$ cat src/rtl/fifo_arb.sv
// Round-robin arbiter that lets requesters A and B share one FIFO port.
// Each granted operation runs IDLE -> ISSUE -> RESP; every output is a flop.
module fifo_arb #(
    parameter int DATA_WIDTH = 32
) (
    input  logic                  clk,
    input  logic                  reset_n,
    input  logic                  a_req,
    input  logic                  b_req,
    input  logic                  a_rnw,
    input  logic                  b_rnw,
    input  logic [DATA_WIDTH-1:0] a_din,
    input  logic [DATA_WIDTH-1:0] b_din,
    input  logic                  fifo_wr_ack,
    input  logic                  fifo_wr_err,
    input  logic                  fifo_rd_ack,
    input  logic                  fifo_rd_err,
    input  logic [DATA_WIDTH-1:0] fifo_dout,
    output logic                  fifo_wr_en,
    output logic                  fifo_rd_en,
    output logic [DATA_WIDTH-1:0] fifo_din,
    output logic                  a_gnt,
    output logic                  b_gnt,
    output logic                  a_done,
    output logic                  a_err,
    output logic                  b_done,
    output logic                  b_err,
    output logic [DATA_WIDTH-1:0] rdata,
    output logic [1:0]            dbg_state
);

    typedef enum logic [1:0] {
        ST_IDLE  = 2'd0,
        ST_ISSUE = 2'd1,
        ST_RESP  = 2'd2
    } state_t;

    state_t state_q, state_d;

    // ptr: last winner (1 = B); win: current winner (1 = B)
    logic ptr_q, ptr_d;
    logic win_q, win_d;
    logic rnw_q, rnw_d;

    logic a_gnt_q, a_gnt_d;
    logic b_gnt_q, b_gnt_d;
    logic a_done_q, a_done_d;
    logic a_err_q, a_err_d;
    logic b_done_q, b_done_d;
    logic b_err_q, b_err_d;
    logic wr_en_q, wr_en_d;
    logic rd_en_q, rd_en_d;

    // fifo_din_q doubles as the latched write data: it is only non-zero in ISSUE.
    logic [DATA_WIDTH-1:0] fifo_din_q, fifo_din_d;
    logic [DATA_WIDTH-1:0] rdata_q, rdata_d;

    logic pick_b;
    logic resp_ok;

    always_comb begin
        state_d    = state_q;
        ptr_d      = ptr_q;
        win_d      = win_q;
        rnw_d      = rnw_q;
        a_gnt_d    = 1'b0;
        b_gnt_d    = 1'b0;
        a_done_d   = 1'b0;
        a_err_d    = 1'b0;
        b_done_d   = 1'b0;
        b_err_d    = 1'b0;
        wr_en_d    = 1'b0;
        rd_en_d    = 1'b0;
        fifo_din_d = '0;
        rdata_d    = rdata_q;
        pick_b     = 1'b0;
        resp_ok    = 1'b0;

        case (state_q)
            ST_IDLE: begin
                if (a_req || b_req) begin
                    // B wins when alone, or on a tie when A won last time
                    pick_b  = b_req && (!a_req || !ptr_q);
                    win_d   = pick_b;
                    ptr_d   = pick_b;
                    rnw_d   = pick_b ? b_rnw : a_rnw;
                    a_gnt_d = !pick_b;
                    b_gnt_d = pick_b;
                    rd_en_d = rnw_d;
                    wr_en_d = !rnw_d;
                    if (!rnw_d) begin
                        fifo_din_d = pick_b ? b_din : a_din;
                    end
                    state_d = ST_ISSUE;
                end
            end
            ST_ISSUE: begin
                state_d = ST_RESP;
            end
            ST_RESP: begin
                // A missing acknowledge is reported as an error
                resp_ok  = rnw_q ? fifo_rd_ack : fifo_wr_ack;
                a_done_d = !win_q && resp_ok;
                a_err_d  = !win_q && !resp_ok;
                b_done_d = win_q && resp_ok;
                b_err_d  = win_q && !resp_ok;
                if (rnw_q && resp_ok) begin
                    rdata_d = fifo_dout;
                end
                state_d = ST_IDLE;
            end
            default: begin
                state_d = ST_IDLE;
            end
        endcase
    end

    always_ff @(posedge clk or negedge reset_n) begin
        if (!reset_n) begin
            state_q    <= ST_IDLE;
            ptr_q      <= 1'b1;
            win_q      <= 1'b0;
            rnw_q      <= 1'b0;
            a_gnt_q    <= 1'b0;
            b_gnt_q    <= 1'b0;
            a_done_q   <= 1'b0;
            a_err_q    <= 1'b0;
            b_done_q   <= 1'b0;
            b_err_q    <= 1'b0;
            wr_en_q    <= 1'b0;
            rd_en_q    <= 1'b0;
            fifo_din_q <= '0;
            rdata_q    <= '0;
        end else begin
            state_q    <= state_d;
            ptr_q      <= ptr_d;
            win_q      <= win_d;
            rnw_q      <= rnw_d;
            a_gnt_q    <= a_gnt_d;
            b_gnt_q    <= b_gnt_d;
            a_done_q   <= a_done_d;
            a_err_q    <= a_err_d;
            b_done_q   <= b_done_d;
            b_err_q    <= b_err_d;
            wr_en_q    <= wr_en_d;
            rd_en_q    <= rd_en_d;
            fifo_din_q <= fifo_din_d;
            rdata_q    <= rdata_d;
        end
    end

    assign fifo_wr_en = wr_en_q;
    assign fifo_rd_en = rd_en_q;
    assign fifo_din   = fifo_din_q;
    assign a_gnt      = a_gnt_q;
    assign b_gnt      = b_gnt_q;
    assign a_done     = a_done_q;
    assign a_err      = a_err_q;
    assign b_done     = b_done_q;
    assign b_err      = b_err_q;
    assign rdata      = rdata_q;
    assign dbg_state  = state_q;

endmodule

$ cat config.mk
export PLATFORM = sky130hd
export DESIGN_NAME = fifo_arb
export DESIGN_NICKNAME = d
export VERILOG_FILES = /design/src/rtl/fifo_arb.sv
export SDC_FILE = /design/constraint.sdc
export NUM_CORES = 1
export LEC_CHECK = 0
export CORE_ASPECT_RATIO = 0.75
export CORE_UTILIZATION = 45
export DETAILED_ROUTE_END_ITERATION = 10
export DONT_BUFFER_PORTS = 1
export RECOVER_POWER = 50
export SETUP_SLACK_MARGIN = 0.5
export SYNTH_ARGS = -nofsm -noshare
export SYNTH_HDL_FRONTEND = slang
export SYNTH_SLANG_ARGS = --single-unit
$ cat constraint.sdc
create_clock -name clk -period 3.5 [get_ports clk]
set_input_delay 0.35 -clock clk [delete_from_list [all_inputs] [get_ports clk]]
set_output_delay 0.35 -clock clk [all_outputs]
set_load 0.1 [all_outputs]
### After elaboration in Yosys (flattened, before gate mapping)

Cells that the tools add are included.

| cells by class | value |
|---|---|
| multiplexer cells | 20 |
| reduce and logical (&&, ||, !) cells | 17 |
| equal/unequal tests | 3 |

Operator list:

| kind | count |
|---|---|
| 2-to-1 mux 32 bit | 4 |
| 2-to-1 mux 1 bit | 14 |
| logical AND 1 bit | 6 |
| logical NOT 1 bit | 6 |
| one-hot mux 2 bit (2 select lines) | 1 |
| AND reduction 2 bit | 2 |
| equality test 2 x 1 -> 1 bit, second input constant | 1 |
| equality test 2 bit, second input constant | 1 |
| logical NOT 2 bit | 1 |
| logical OR 1 bit | 2 |
| 2-to-1 mux 2 bit | 1 |
| != test 2 bit, second input constant | 1 |

| storage, ports and cells | value |
|---|---|
| output and inout port bits | 74 |
| bits in registers | 77 |
| input port bits | 106 |

### Logic depth before layout (Yosys ltp)

| depth | value |
|---|---|
| depth after elaboration | 7 |
| depth in mapped cells | 5 |
| gate-level depth less buffers | 4 |

### Worst setup path after synthesis

Ideal clock, no wire load.

| timing path | value |
|---|---|
| path kind | reg2reg |
| start point | reg state_q[0] (netlist: dbg_state[0]) |
| end point | reg rdata_q[0] (netlist: rdata[0]) |
| setup time | 0.126 ns |
| required time | 3.374 ns |
| path slack | 1.542 ns |
| period minus slack after synthesis | 1.958 ns |
| cell stages (with the launch flop) | 5 |
| arrival time | 1.833 ns |
| buffers on the path | 1 |
| path through | dfrtp_1 and2b_1 nand3_4 buf_6 mux2_2 |

| between the ends | value |
|---|---|
| cells in the longest elaborated chain, start to end | 2 |

RTL lines:

| item | RTL line | RTL |
|---|---|---|
| start, declared | 38 | `state_t state_q, state_d;` |
| start signal, assigned | 135 | `state_q <= state_d;` |
| equality test 2 bit | 79 | `case (state_q)` |
| AND reduction 2 bit (no source line) | n/a |  |
| end signal, assigned | 148 | `rdata_q <= rdata_d;` |
| end, declared | 56 | `logic [DATA_WIDTH-1:0] rdata_q, rdata_d;` |

No other way between the ends.
A chain may end at the register's enable or synchronous reset.

==> impl_metrics.py <==
metrics = {
    "run_status": {
        "status": "complete, but fails checks",
        "violations": "max-capacitance violations, max-slew violations",
    },
    "layout": {
        "fin_nets": 359,
        "drive_gt1_share_pct": 33.3,
        "num-fill-cells": 616,
        "antenna_cells": 0,
        "synthToLayoutAreaGrowth_pct": 7.11,
        "ff_latch_area_um2": 1930,
        "fin_cells": 356,
        "layout_common_cells": "dfrtp_1 (76), nand2_1 (35), nand3b_1 (32), mux2_2 (30), a211oi_2 (29)",
        "multi_input_area_um2": 1320,
        "final_common_cell": "dfrtp_1",
        "final_core_util_pct": 51.5,
    },
    "critical_path": {
        "path_cells": "dlygate4sd3_1, clkbuf_2",
        "critPathLaunch": "reset_n",
        "cp-start-kind": "input pin",
        "cp.required_ns": 3.60,
        "critPathCaptureType": "asynchronous set/reset pin",
        "crit_buf_inv": 2,
        "endpoint": "rdata[11]",
        "slowest_stage": "clkbuf_2",
        "rrSetupSlack_ns": 1.47,
        "worstPathArrival_ns": 2.24,
        "r2r_start": "ptr_q",
        "crit_fanout": 77,
        "crit_path_max_incr_delay_ns": 1.32,
        "crit_family": "buffers and inverters",
        "reg2regPathDepth": 3,
        "path_depth": 2,
        "worstReg2RegEnd": "fifo_din[0]",
        "worstSetupPathType": "input pin to asynchronous set/reset pin",
    },
    "floorplan": {
        "dieArea_um2": 7860,
        "die_h_um": 77.1,
        "core_area_um2": 7030,
        "num_rows": 26,
        "dieWidth_um": 102,
        "ios": 180,
        "initial_utilization_pct": 48.1,
    },
    "sta": {
        "max_freq_mhz": 468,
        "timing.setup.tns_ns": 0,
        "hold_violations": 0,
        "rsz0062_at_grt": "false",
        "worst_pin_slew_ns": 1.84,
        "setup_slack_ns": 1.36,
        "skew_ns": 0.00868,
        "min_period_over_period_pct": 61.1,
        "period_minus_slack_ns": 2.14,
        "setup_viol": 0,
        "max_slew_margin_pct": -22.6,
        "slew_viol_final": 78,
    },
    "detailed_routing": {
        "ant_nets": 0,
        "drtIter0Drc": 52,
        "vias": 2023,
        "drt-total-wl_um": 7130,
        "wl_per_cell_um": 20.0,
        "drc": 0,
        "drt-vias-per-instance": 5.68,
        "drtPass1Iterations": 4,
    },
    "global_routing": {
        "grt-ovfl-total": 0,
        "grt_pass1_wl_um": 11000,
        "grt_max_degree": 78,
        "track_usage_pct": 18.7,
        "first_global_vias": 2141,
        "antenna_found_initial": 0,
    },
    "clocking": {
        "cts_buffer_depth": 2,
        "cts_tree": "built",
        "htree_levels": 3,
        "clock_sinks": 77,
        "postCtsSetupRepairBufs": 0,
        "clk_pin_slew_worst_paths_ns": 0.08,
        "cts_buffers": 9,
        "clock_latency_ns": 0.34,
        "root_buffer": "clkbuf_8",
    },
    "logic_synthesis": {
        "synthAdderAreaFrac_pct": 0,
        "syn_avg_cell_area_um2": 13.2,
        "synth-simple-area-share_pct": 13.8,
        "synthXorXnorAreaFrac_pct": 0,
        "synth_cell_type_count": 30,
        "muxShareOfSynthArea_pct": 11.5,
        "ys_seq_area_share_pct": 57.1,
        "synth_top_family_by_area": "simple AND/OR/NAND/NOR gates",
        "syn_nets": 362,
        "synth_compound_area_share_pct": 13.4,
        "synthCells": 256,
        "synth-seq-cells": 77,
        "yosys_warnings": 0,
        "mappedNetlistArea_um2": 3380,
    },
    "placement": {
        "post-place-ws_ns": 1.44,
        "gp_congestion": 0.734,
        "dp.cells": 338,
        "hpwlAfterDp_um": 4660,
        "numPortBuffers": 0,
    },
    "hold_path": {
        "hold_depth": 1,
        "hold_path.class": "input pin to register",
    },
    "run": {
        "drv_cap": 1,
    },
}
[cells in the mapped netlist]
| master | instances | area [um^2] |
|---|---|---|
| a211oi_1 | 3 | 22.5 |
| a211oi_2 | 29 | 363 |
| a21bo_1 | 1 | 10.0 |
| a21boi_2 | 1 | 11.3 |
| a21o_1 | 1 | 7.51 |
| a21oi_1 | 2 | 10.0 |
| a21oi_2 | 1 | 8.76 |
| a31oi_1 | 1 | 6.26 |
| and2_1 | 1 | 6.26 |
| and2b_1 | 1 | 7.51 |
| buf_2 | 7 | 35.0 |
| buf_4 | 6 | 45.0 |
| buf_6 | 4 | 45.0 |
| clkbuf_1 | 3 | 11.3 |
| dfrtp_1 | 76 | 1900 |
| dfstp_2 | 1 | 26.3 |
| inv_1 | 1 | 3.75 |
| mux2_2 | 31 | 349 |
| mux2_4 | 2 | 30.0 |
| mux2i_1 | 1 | 10.0 |
| nand2_1 | 35 | 131 |
| nand2b_1 | 2 | 12.5 |
| nand3_4 | 1 | 17.5 |
| nand3b_1 | 32 | 240 |
| nor2_1 | 5 | 18.8 |
| nor2b_1 | 2 | 12.5 |
| nor3_1 | 3 | 15.0 |
| o21ai_0 | 1 | 5.00 |
| o32a_1 | 1 | 10.0 |
| or2_2 | 1 | 6.26 |
[metrics by stage]
stage	cell area, um^2	hold slack (ns)
3_5_place_dp	3400	0.0554
4_1_cts	3640	0.0565
3_3_place_gp	3400	0.0558
2_1_floorplan	3380	0.0544
5_1_grt	3620	0.0716
6_report	3620	0.0755
[area by class of cell]
class / count / area share (%)
clock buffer: 11 / 3.91
tap: 98 / 3.39
timing repair buffer: 6 / 1.24
inverter: 1 / 0.104
sequential: 77 / 53.3
multi-input combinational: 158 / 36.4
clock inverter: 5 / 1.66
[logic make-up (layout without fill, tap and decap cells)]
family	count (synthesis)	after routing
buffers and inverters	21	23
DFF	77	77
and+or+nand+nor	83	83
muxes	34	34
AOI/OAI and AO/OA	41	41
[how the worst min path moves through the flow]
stage	start	to
final	a_req	ptr_q
after global routing	a_req	ptr_q
after CTS	a_req	ptr_q
after detailed placement	reset_n	fifo_din[20]
after global placement	reset_n	fifo_din[20]
after floorplan	reset_n	a_done
[routing by layer]
| layer | global-route usage, % | up-vias | routed length (um) |
|---|---|---|---|
| met4 | 7.43 | 0 | 102 |
| met2 | 29.1 | 121 | 3340 |
| li1 | - | 896 | - |
| met1 | 22.0 | 995 | 2830 |
| met5 | 0 | - | 0 |
| met3 | 9.30 | 11 | 860 |
[timing repair]
action	in CTS	in global routing
hold endpoints to repair	77	0
hold buffers	2	0
gates resized for setup	0	0
Power is left out: the tool's default activity adds up to more than one toggle a clock period on the data nets, which glitch-free logic cannot reach.
